==> config.mk <==
export PLATFORM = sky130hd
export DESIGN_NAME = pwm_output_stage
export DESIGN_NICKNAME = d
export VERILOG_FILES = /design/src/rtl/pwm_output_stage.sv
export SDC_FILE = /design/constraint.sdc
export NUM_CORES = 1
export LEC_CHECK = 0
export CORE_ASPECT_RATIO = 1.2
export CORE_MARGIN = 3
export CORE_UTILIZATION = 50
export CTS_CLUSTER_DIAMETER = 60
export CTS_CLUSTER_SIZE = 16
export DETAILED_ROUTE_END_ITERATION = 16
export PLACE_DENSITY = 0.76
export RECOVER_POWER = 25
export SKIP_LAST_GASP = 1
export SYNTH_ARGS = -nofsm -noshare
export SYNTH_HDL_FRONTEND = slang
export SYNTH_SLANG_ARGS = --single-unit
==> constraint.sdc <==
create_clock -name clk -period 3.65 [get_ports clk]
set_clock_uncertainty 0.05 [all_clocks]
set_input_delay 0.73 -clock clk [delete_from_list [all_inputs] [get_ports clk]]
set_output_delay 0.73 -clock clk [all_outputs]
set_load 0.05 [all_outputs]
==> src/rtl/pwm_output_stage.sv <==
// pwm_output_stage
// Four free-running 8-bit PWM generators behind a shared power-of-two
// prescaler, feeding a registered eight-pin output mux. Duty and divider
// codes are shadowed and only change at a generator's period boundary,
// which keeps every period on the pins glitch-free.
module pwm_output_stage #(
    parameter int NUM_OUT = 8,
    parameter int PRE_W   = 15
) (
    input  logic               clk,
    input  logic               rst,
    input  logic [NUM_OUT-1:0] reg_en_out,
    input  logic [NUM_OUT-1:0] reg_en_pwm_out,
    input  logic [7:0]         reg_out_3_0_pwm_chanel,
    input  logic [7:0]         reg_out_7_4_pwm_chanel,
    input  logic [7:0]         reg_pwm_gen_0_duty_cycle,
    input  logic [7:0]         reg_pwm_gen_1_duty_cycle,
    input  logic [7:0]         reg_pwm_gen_2_duty_cycle,
    input  logic [7:0]         reg_pwm_gen_3_duty_cycle,
    input  logic [7:0]         reg_pwm_gen_1_0_frequency_divider,
    input  logic [7:0]         reg_pwm_gen_3_2_frequency_divider,
    output logic [NUM_OUT-1:0] pwm_out,
    output logic [3:0]         period_end
);

    localparam int NUM_GEN = 4;

    // Per-generator views of the flat configuration bytes
    logic [7:0]           duty_in [NUM_GEN];
    logic [3:0]           div_in  [NUM_GEN];
    logic [2*NUM_OUT-1:0] sel_all;

    assign duty_in[0] = reg_pwm_gen_0_duty_cycle;
    assign duty_in[1] = reg_pwm_gen_1_duty_cycle;
    assign duty_in[2] = reg_pwm_gen_2_duty_cycle;
    assign duty_in[3] = reg_pwm_gen_3_duty_cycle;
    assign div_in[0]  = reg_pwm_gen_1_0_frequency_divider[3:0];
    assign div_in[1]  = reg_pwm_gen_1_0_frequency_divider[7:4];
    assign div_in[2]  = reg_pwm_gen_3_2_frequency_divider[3:0];
    assign div_in[3]  = reg_pwm_gen_3_2_frequency_divider[7:4];
    // Pin i's two-bit generator select sits at sel_all[2i+1:2i]
    assign sel_all    = {reg_out_7_4_pwm_chanel, reg_out_3_0_pwm_chanel};

    // State
    logic [PRE_W-1:0]   pre_q, pre_d;
    logic [7:0]         cnt_q     [NUM_GEN];
    logic [7:0]         cnt_d     [NUM_GEN];
    logic [7:0]         duty_sh_q [NUM_GEN];
    logic [7:0]         duty_sh_d [NUM_GEN];
    logic [3:0]         div_sh_q  [NUM_GEN];
    logic [3:0]         div_sh_d  [NUM_GEN];
    logic [NUM_GEN-1:0] pwm_q, pwm_d;
    logic [NUM_OUT-1:0] pin_q, pin_d;

    // Decode
    logic [PRE_W:0]     span [NUM_GEN];
    logic [PRE_W-1:0]   mask [NUM_GEN];
    logic [NUM_GEN-1:0] tick;
    logic [NUM_GEN-1:0] wrap;

    // Tick when the low div_sh bits of the prescaler are all ones; a zero
    // code gives an empty mask and therefore a tick every cycle
    always_comb begin
        for (int g = 0; g < NUM_GEN; g++) begin
            span[g] = {{PRE_W{1'b0}}, 1'b1} << div_sh_q[g];
            mask[g] = PRE_W'(span[g] - {{PRE_W{1'b0}}, 1'b1});
            tick[g] = ((pre_q & mask[g]) == mask[g]);
            wrap[g] = tick[g] && (cnt_q[g] == 8'hFF);
        end
    end

    // The last tick of a period is visible while it is happening
    assign period_end = wrap;

    // Next state for prescaler, counters, shadow registers and compare
    always_comb begin
        // NOTE: every target gets a default before any condition so no latch is inferred.
        pre_d = pre_q + PRE_W'(1);
        for (int g = 0; g < NUM_GEN; g++) begin
            cnt_d[g]     = cnt_q[g];
            duty_sh_d[g] = duty_sh_q[g];
            div_sh_d[g]  = div_sh_q[g];
            if (tick[g]) begin
                cnt_d[g] = cnt_q[g] + 8'd1;
            end
            // Shadows reload on the same edge the counter wraps to 0
            if (wrap[g]) begin
                duty_sh_d[g] = duty_in[g];
                div_sh_d[g]  = div_in[g];
            end
            pwm_d[g] = (duty_sh_q[g] == 8'hFF) | (cnt_q[g] < duty_sh_q[g]);
        end
    end

    // Pin mux: disabled pins are low, non-PWM pins are high, else follow a generator
    always_comb begin
        for (int i = 0; i < NUM_OUT; i++) begin
            pin_d[i] = reg_en_out[i] & (~reg_en_pwm_out[i] | pwm_q[sel_all[2*i +: 2]]);
        end
    end

    // Register all state; reset clears everything asynchronously
    always_ff @(posedge clk or posedge rst) begin
        if (rst) begin
            pre_q <= '0;
            pwm_q <= '0;
            pin_q <= '0;
            // NOTE: these arrays are small flop banks, not RAM, so each element is reset explicitly.
            for (int g = 0; g < NUM_GEN; g++) begin
                cnt_q[g]     <= '0;
                duty_sh_q[g] <= '0;
                div_sh_q[g]  <= '0;
            end
        end else begin
            // NOTE: non-blocking assignments so every flop samples pre-edge values.
            pre_q <= pre_d;
            pwm_q <= pwm_d;
            pin_q <= pin_d;
            for (int g = 0; g < NUM_GEN; g++) begin
                cnt_q[g]     <= cnt_d[g];
                duty_sh_q[g] <= duty_sh_d[g];
                div_sh_q[g]  <= div_sh_d[g];
            end
        end
    end

    assign pwm_out = pin_q;

endmodule
Yosys cells after proc, flatten, opt, wreduce, memory -nomap -nowiden
Cells that the tools add are included.
W data, S select, Z words.
- $add $sub $neg: 9
- $mul: 0
- div/mod/pow operators: 0
- $lt $le $gt $ge: 12
- equal/unequal tests: 12
- shifts and indexed selects: 4
- mux-type cells: 16
- bitwise operators: 32
- reduce and logical (&&, ||, !) cells: 4
- operators by type and width (cell ; number):
    $eq A8 B8 Y1 const B ; 8
    $and A15 B15 Y15 ; 4
    $eq A15 B15 Y1 ; 4
    $shl A1 B4 Y15 const A ; 4
    $sub A15 B1 Y15 const B ; 4
    $add A8 B1 Y8 const B ; 4
    $lt A8 B8 Y1 ; 4
    $lt A2 B3 Y1 const B ; 8
    $bmux W1 S2 ; 8
    $add A15 B1 Y15 const B ; 1
    $or A1 B1 Y1 ; 12
    $and A1 B1 Y1 ; 8
    $mux W1 ; 8
    $not A1 Y1 ; 8
    $logic_and A1 B1 Y1 ; 4
- register bits after elaboration: 107
- bits in latches: 0
- bits in writable memories: 0
- bits in read-only memories: 0
- bits of input ports: 82
- output and inout bits: 12
- word-level logic and storage cells: 104
- memories: 0

Longest topological paths before layout
Gate-level depths: netlist of the first run.
- word-level depth: 5
- depth in mapped cells: 14
- gate-level depth less buffers: 10

Least setup slack after synthesis of the first run
No wires, ideal clock.
- kind: register to output
- start: register div_sh_q[14] in the netlist's numbering
- end: output port period_end[0]
- arrival: 3.748 ns
- data required time: 2.870 ns
- path slack: -0.878 ns
- cell stages (with the launch flop): 13
- cell sequence: dfrtp_1 > clkbuf_1 > or2_2 > nor2_1 > nand2b_1 > ha_1 > clkbuf_1 > and2_1 > o21ai_0 > a211oi_1 > a211o_1 > buf_2 > nor4_1
- longest elaborated chain between the ends: 5
- ends and longest elaborated chain (what ; RTL line ; source):
    from (decl) ; 50 ; logic [3:0] div_sh_q [NUM_GEN];
    from (signal, indexed assignment) ; 122 ; div_sh_q[g] <= div_sh_d[g];
    $shl A1 B4 Y15 (*) ; 65 ; span[g] = {{PRE_W{1'b0}}, 1'b1} << div_sh_q[g];
    $sub A15 B1 Y15 (*) ; 66 ; mask[g] = PRE_W'(span[g] - {{PRE_W{1'b0}}, 1'b1});
    $and A15 B15 Y15 ; 67 ; tick[g] = ((pre_q & mask[g]) == mask[g]);
    $eq A15 B15 Y1 (*) ; 67 ;
    $logic_and A1 B1 Y1 (*) ; 68 ; wrap[g] = tick[g] && (cnt_q[g] == 8'hFF);
    to (decl) ; 23 ; output logic [3:0] period_end
Mark *: on every way between the ends. The rest lies on a longest branch, timed or not.

Worst setup path after layout of the first run
- start: register div_sh_q[3] in the netlist's numbering
- end: output port period_end[3]
The elaborated chain is that of the path after synthesis.

==> results.tsv, run 1 <==
stage	metric	value	unit
clock_tree	clkSinkCount	107	
clock_tree	postCtsHoldBufs	0	
power	powerDensity	314	nW/µm²
grt	antenna_found_initial	0	
setup_path	path_max_fanout	7	
finish	seq_area	2690	µm²
floorplan	die_h	130	µm
synthesis	ys_seq_area_frac	0.416	
synthesis	synth_edf_count	0	
power	ir_drop	199	µV
sta	tightest_slew	1790	ps
power	leakage	3.62	nW
finish	fillers	1003	
route	drt_drc_violations_left	0	
synthesis	synthMuxAreaShare	0.125	
finish	diodes	0	
grt	grt_max_degree	48	
setup_path	start_kind	register	
setup_path	crit_family	simple AND/OR/NAND/NOR gates	
route	final_antenna_net_count	0	
power	finalPower	2.53	mW
clock_tree	cts_tree	yes	
route	drt_iter0_drc	273	
synthesis	syn-num-nets	722	
setup_path	crit_arrival	2720	ps
setup_path	max_stage_delay	410	ps
synthesis	synth_compound_area_frac	0.113	
synthesis	ys_warn_count	0	
synthesis	avgSynthCellArea	10.7	µm²
synthesis	synth_xor_area_frac	0.0654	
finish	multi_input_area	3500	µm²
synthesis	synth_area	6430	µm²
clock_tree	cts_htree_levels	3	
route	routed_via_density	5.70	
synthesis	async_flop_share	1.00	
synthesis	synth_cell_types	59	
synthesis	synthAdderAreaFrac	0.0720	
grt	track_usage	0.211	
setup_path	worstSetupPathType	reg -> out	
finish	design_area	8040	µm²
setup_path	cpMaxStageDelayCell	dfrtp_2	
route	num_vias	4936	
clock_tree	clock-root-buffer	clkbuf_16	
floorplan	io_pins	94	
finish	final_nets	819	
setup_path	worstPathRequired	2870	ps
finish	area_delta_synth_final	25.0	%
sta	slew_headroom	-0.201	
sta	drv_slew	42	
synthesis	synth_cells	603	
floorplan	dieArea	14300	µm²
setup_path	critPathBufInv	1	
sta	max_freq	0.285	GHz
route	wl	14300	µm
placement	io_buffer_count	93	
outcome	failed_checks	max-capacitance violations, max-slew violations	
grt	grt_pass1_wl	23800	µm
grt	grt_pass1_vias	4986	
floorplan	core	12300	µm²
clock_tree	cts.path.max_buffers	2	
worst_hold_path	hold_path.class	reg -> reg	
clock_tree	path_clk_slew	70	ps
sta	period_minus_slack	3500	ps
synthesis	synth_ff_type	dfrtp_1	
placement	gp_congestion	0.846	
sta	setup_violations	0	
sta	timing.final.crit_share	0.960	
placement	place.detailed.hpwl	10400	µm
floorplan	rows	44	
grt	grt.overflow.total	0	
clock_tree	insertion_delay	360	ps
outcome	outcome	complete, but fails checks	
route	first_pass_iters	5	
flow_run	maxCapViolations	1	
floorplan	start_util	0.522	
finish	fin_util	0.652	
route	wl_per_cell	16.5	µm
sta	finalHoldViolations	0	
synthesis	synth_top_family_by_area	simple AND/OR/NAND/NOR gates	
clock_tree	numCtsBuffers	9	
placement	placed_area	7600	µm²
floorplan	die_x	110	µm
setup_path	crit_chain	or2_2, nor2_2, nand2_1, ha_4, and2_1, o21ai_1, a211oi_1, a211o_2, nor4_4, buf_12	
setup_path	end_kind	primary output	
synthesis	yosys_register_bits	107	
finish	drive_gt1_frac	0.194	
synthesis	yosys.area_share.simple	0.155	
## metal layers
| metal | GRT usage | wire (µm) | vias up |
|---|---|---|---|
| met5 | 0 | 0 | - |
| met4 | 0.0844 | 274 | 0 |
| met3 | 0.0312 | 420 | 20 |
| met2 | 0.380 | 7770 | 90 |
| met1 | 0.251 | 5800 | 2439 |
| li1 | - | - | 2387 |
## power breakdown
| part | internal, mW | switching, mW | total, mW |
|---|---|---|---|
| Clock | 0.599 | 0.429 | 1.03 |
| Combinational | 0.150 | 0.106 | 0.256 |
| Sequential | 1.21 | 0.0307 | 1.24 |
| Total | 1.96 | 0.566 | 2.53 |
## metrics by stage
step	setup TNS, ps	std cells	hold WS [ps]	worst slack (ps)
4_1_cts	0	859	422	25.2
3_3_place_gp	0	840	402	265
6_report	0	866	415	146
2_1_floorplan	0	603	388	6.95
5_1_grt	-13.7	866	449	-13.7
3_5_place_dp	0	840	411	177
## layout by cell type, fill, tap and decap left out, drive strengths merged, types with 4 or more instances in the layout
cell,count
inv,49
o2111ai,5
nor2,18
nor4,21
xnor2,20
a21oi,10
nand2,22
nor3,14
clkbuf,12
o22ai,11
and3,11
buf,26
xor2,28
o21a,8
nand2b,12
a211oi,10
clkdlybuf4s50,88
nor4b,4
o21ai,17
and2,10
nor2b,7
mux4,8
nand3,22
dfrtp,107
nand4,16
o211ai,5
o221ai,4
a21o,12
mux2,52
or3,4
ha,37
## timing repair
| item | CTS | global route |
|---|---|---|
| endpoints found under the setup margin | 2 | 4 |
| resized for setup | 5 | 15 |
| setup buffers | 3 | 7 |
| pin swaps | 4 | 5 |
## area by class of cell
cell class / count / area share
clock buffer: 11 / 0.0290
clock inverter: 5 / 0.00965
tap: 161 / 0.0251
sequential: 107 / 0.334
multi-input combinational: 416 / 0.435
inverter: 50 / 0.0235
timing repair buffer: 116 / 0.143
## kinds of logic after synthesis
group           after synthesis
simple gates                171
flops                       107
compound gates              100
buf+inv                      80
mux                          60
xor+xnor                     48
fa+ha+maj                    37
## final timing paths
kind	startpoint	slack [ps]	end	cells past startpoint
min in group asynchronous	rst	1220	pwm_out[7]	2
worst min-delay path	pre_q[9]	420	pre_q[9]	1
worst max register to register	div_sh_q[3]	300	duty_sh_q[7]	14
max in group asynchronous	rst	1330	pre_q[3]	3
worst max-delay path	div_sh_q[3]	150	period_end[3]	10
worst min register to register	pre_q[9]	420	pre_q[9]	1
## cells in the mapped netlist (all sizes together) (11+ instances only)
| master | number | area, µm² |
|---|---|---|
| inv | 50 | 188 |
| xor2 | 28 | 245 |
| nand3 | 22 | 110 |
| xnor2 | 20 | 175 |
| dfrtp | 107 | 2680 |
| ha | 37 | 463 |
| mux2 | 52 | 623 |
| clkbuf | 13 | 48.8 |
| nand4 | 16 | 113 |
| o21ai | 17 | 85.1 |
| o22ai | 11 | 68.8 |
| a21o | 12 | 90.1 |
| buf | 17 | 109 |
| nand2b | 12 | 75.1 |
| nor2 | 18 | 67.6 |
| nor4 | 21 | 159 |
| and3 | 11 | 68.8 |
| nor3 | 14 | 70.1 |
| nand2 | 22 | 82.6 |
## state kept, by name, indices dropped and copies added (netlist names)
name	flops
duty_sh_q	32
cnt_q	32
pre_q	15
pwm_out	8
pwm_q	4
div_sh_q	16
## worst reg2reg max path, stage by stage, from the launching register on
cell	delay, ps
dfrtp_2	410
or2_2	310
nor2_2	110
nand2_1	100
ha_4	220
and2_1	170
o21ai_1	130
a211oi_1	80
a211o_2	350
buf_4	140
buf_4	130
buf_4	140
nor4_2	310
buf_4	230
mux2_2	350
Note: power is estimated with default switching activity, not from simulation.
==> run 2: changes to the inputs <==
- ABC_CLOCK_PERIOD_IN_PS: unset -> 3650
- CTS_BUF_LIST: unset -> sky130_fd_sc_hd__clkbuf_4 sky130_fd_sc_hd__clkbuf_8 sky130_fd_sc_hd__clkbuf_16
==> run 2 against run 1 <==
  * The run still ends with max-capacitance violations, max-slew violations left
  * Register-to-register slack hardly changed
  * Critical path depth stayed put
  * Sequential share of layout area hardly changed
  * Maximum frequency is 0.21% lower
  * Via count stayed put
  * Power is 0.56% higher
  * Sequential power hardly changed
==> results.tsv, run 2 (synthesis results as in run 1) <==
stage	metric	value	unit
route	final_antenna_net_count	0	
setup_path	crit_chain	or2_2, nor2_2, nand2_1, ha_4, and2_1, o21ai_1, a211oi_1, a211o_2, nor4_4, buf_12	
route	routed_via_density	5.70	
grt	grt_pass1_wl	23700	µm
worst_hold_path	hold_path.class	reg -> reg	
sta	fin_hold_ws	415	ps
sta	max_freq	0.285	GHz
clock_tree	numCtsBuffers	9	
clock_tree	clkSinkCount	107	
floorplan	die_x	110	µm
placement	placed_area	7600	µm²
floorplan	io_pins	94	
finish	design_area	8050	µm²
grt	track_usage	0.210	
sta	slew_headroom	-0.201	
grt	grt_max_degree	48	
route	drt_iter0_drc	275	
sta	timing.final.crit_share	0.962	
floorplan	rows	44	
setup_path	end_kind	primary output	
power	finalPower	2.54	mW
finish	final_common_cell	dfrtp_1	
clock_tree	cts_htree_levels	3	
floorplan	dieArea	14300	µm²
finish	final_nets	819	
setup_path	worstSetupPathType	reg -> out	
setup_path	path_max_fanout	7	
sta	period_minus_slack	3510	ps
outcome	outcome	complete, but fails checks	
setup_path	worstPathRequired	2870	ps
finish	drive_gt1_frac	0.197	
sta	drv_slew	42	
setup_path	critPathBufInv	1	
sta	setup_violations	0	
setup_path	cpMaxStageDelayCell	dfrtp_2	
sta	tightest_slew	1790	ps
setup_path	start_kind	register	
setup_path	max_stage_delay	410	ps
finish	diodes	0	
power	powerDensity	316	nW/µm²
grt	antenna_found_initial	0	
setup_path	crit_family	simple AND/OR/NAND/NOR gates	
sta	tns	0	ps
clock_tree	cts_tree	yes	
flow_run	maxCapViolations	1	
clock_tree	cts.path.max_buffers	2	
power	leakage	3.62	nW
route	drt_drc_violations_left	0	
placement	place.detailed.hpwl	10400	µm
floorplan	core	12300	µm²
clock_tree	insertion_delay	350	ps
outcome	failed_checks	max-capacitance violations, max-slew violations	
sta	finalHoldViolations	0	
route	wl	14200	µm
route	num_vias	4936	
power	ir_drop	197	µV
route	first_pass_iters	4	
grt	grt_pass1_vias	4983	
finish	top_regs	cnt_q (32), duty_sh_q (32), div_sh_q (16)	
finish	area_delta_synth_final	25.1	%
clock_tree	path_clk_slew	70	ps
clock_tree	clock-root-buffer	clkbuf_16	
floorplan	start_util	0.522	
route	wl_per_cell	16.4	µm
floorplan	die_h	130	µm
placement	io_buffer_count	93	
grt	grt.overflow.total	0	
setup_path	crit_arrival	2730	ps
placement	gp_congestion	0.846	
finish	final_cell_mix	dfrtp_1, clkdlybuf4s50_1, inv_1	
clock_tree	postCtsHoldBufs	0	
run 2: cell types whose count changed in the layout (fill, tap and decap cells not counted):
cell and change:
clkbuf_1 -2, clkbuf_4 +2
run 2: layout make-up:
| cell class | count | area, µm² |
|---|---|---|
| multi-input combinational | 416 | 3500 |
| clock buffer | 11 | 240 |
| timing repair buffer | 116 | 1150 |
| clock inverter | 5 | 77.6 |
| fill | 999 | 4290 |
| tap | 161 | 201 |
| inverter | 50 | 189 |
| sequential | 107 | 2690 |
run 2: stage by stage:
step | cells | utilization | worst slack, ps
after global placement | 840 | 0.616 | 265
after global routing | 866 | 0.652 | -12.8
after floorplan | 603 | - | 6.95
after CTS | 859 | 0.644 | 26.4
after detailed placement | 840 | 0.616 | 177
final | 866 | 0.652 | 139
run 2: path summary, 6_finish.rpt:
check | slack (ps) | depth (start not counted) | to | startpoint
hold reg to reg | 420 | 1 | pre_q[9] | pre_q[9]
hold / removal | 420 | 1 | pre_q[9] | pre_q[9]
setup / recovery | 140 | 10 | period_end[3] | div_sh_q[3]
setup reg to reg | 300 | 14 | duty_sh_q[7] | div_sh_q[3]
min in group asynchronous | 1230 | 2 | pwm_out[7] | rst
max in group asynchronous | 1330 | 3 | pre_q[3] | rst
run 2: worst reg2reg max path: stages (launching register included):
cell and delay, ps:
dfrtp_2 410, or2_2 310, nor2_2 110, nand2_1 100, ha_4 220, and2_1 180, o21ai_1 140, a211oi_1 80
a211o_2 350, buf_4 140, buf_4 130, buf_4 140, nor4_2 310, buf_4 230, mux2_2 350
run 2: power breakdown:
part | switching, mW | internal [mW] | leakage, nW
Clock | 0.428 | 0.614 | 0.156
Combinational | 0.106 | 0.150 | 2.10
Sequential | 0.0308 | 1.21 | 1.36
run 2: metal layers:
metal | vias to the layer above | track usage | wire length [µm] | share of wire
met5 | - | 0 | 0 | 0
met4 | 0 | 0.0844 | 262 | 0.018
met3 | 21 | 0.0297 | 413 | 0.029
met2 | 89 | 0.378 | 7750 | 0.54
met1 | 2439 | 0.252 | 5810 | 0.41
li1 | 2387 | - | - | -
run 2: repair_timing:
item,4_1_cts,5_1_grt
endpoints found under the setup margin,2,4
pin swaps,4,5
setup buffers,3,7
gates resized for setup,5,15
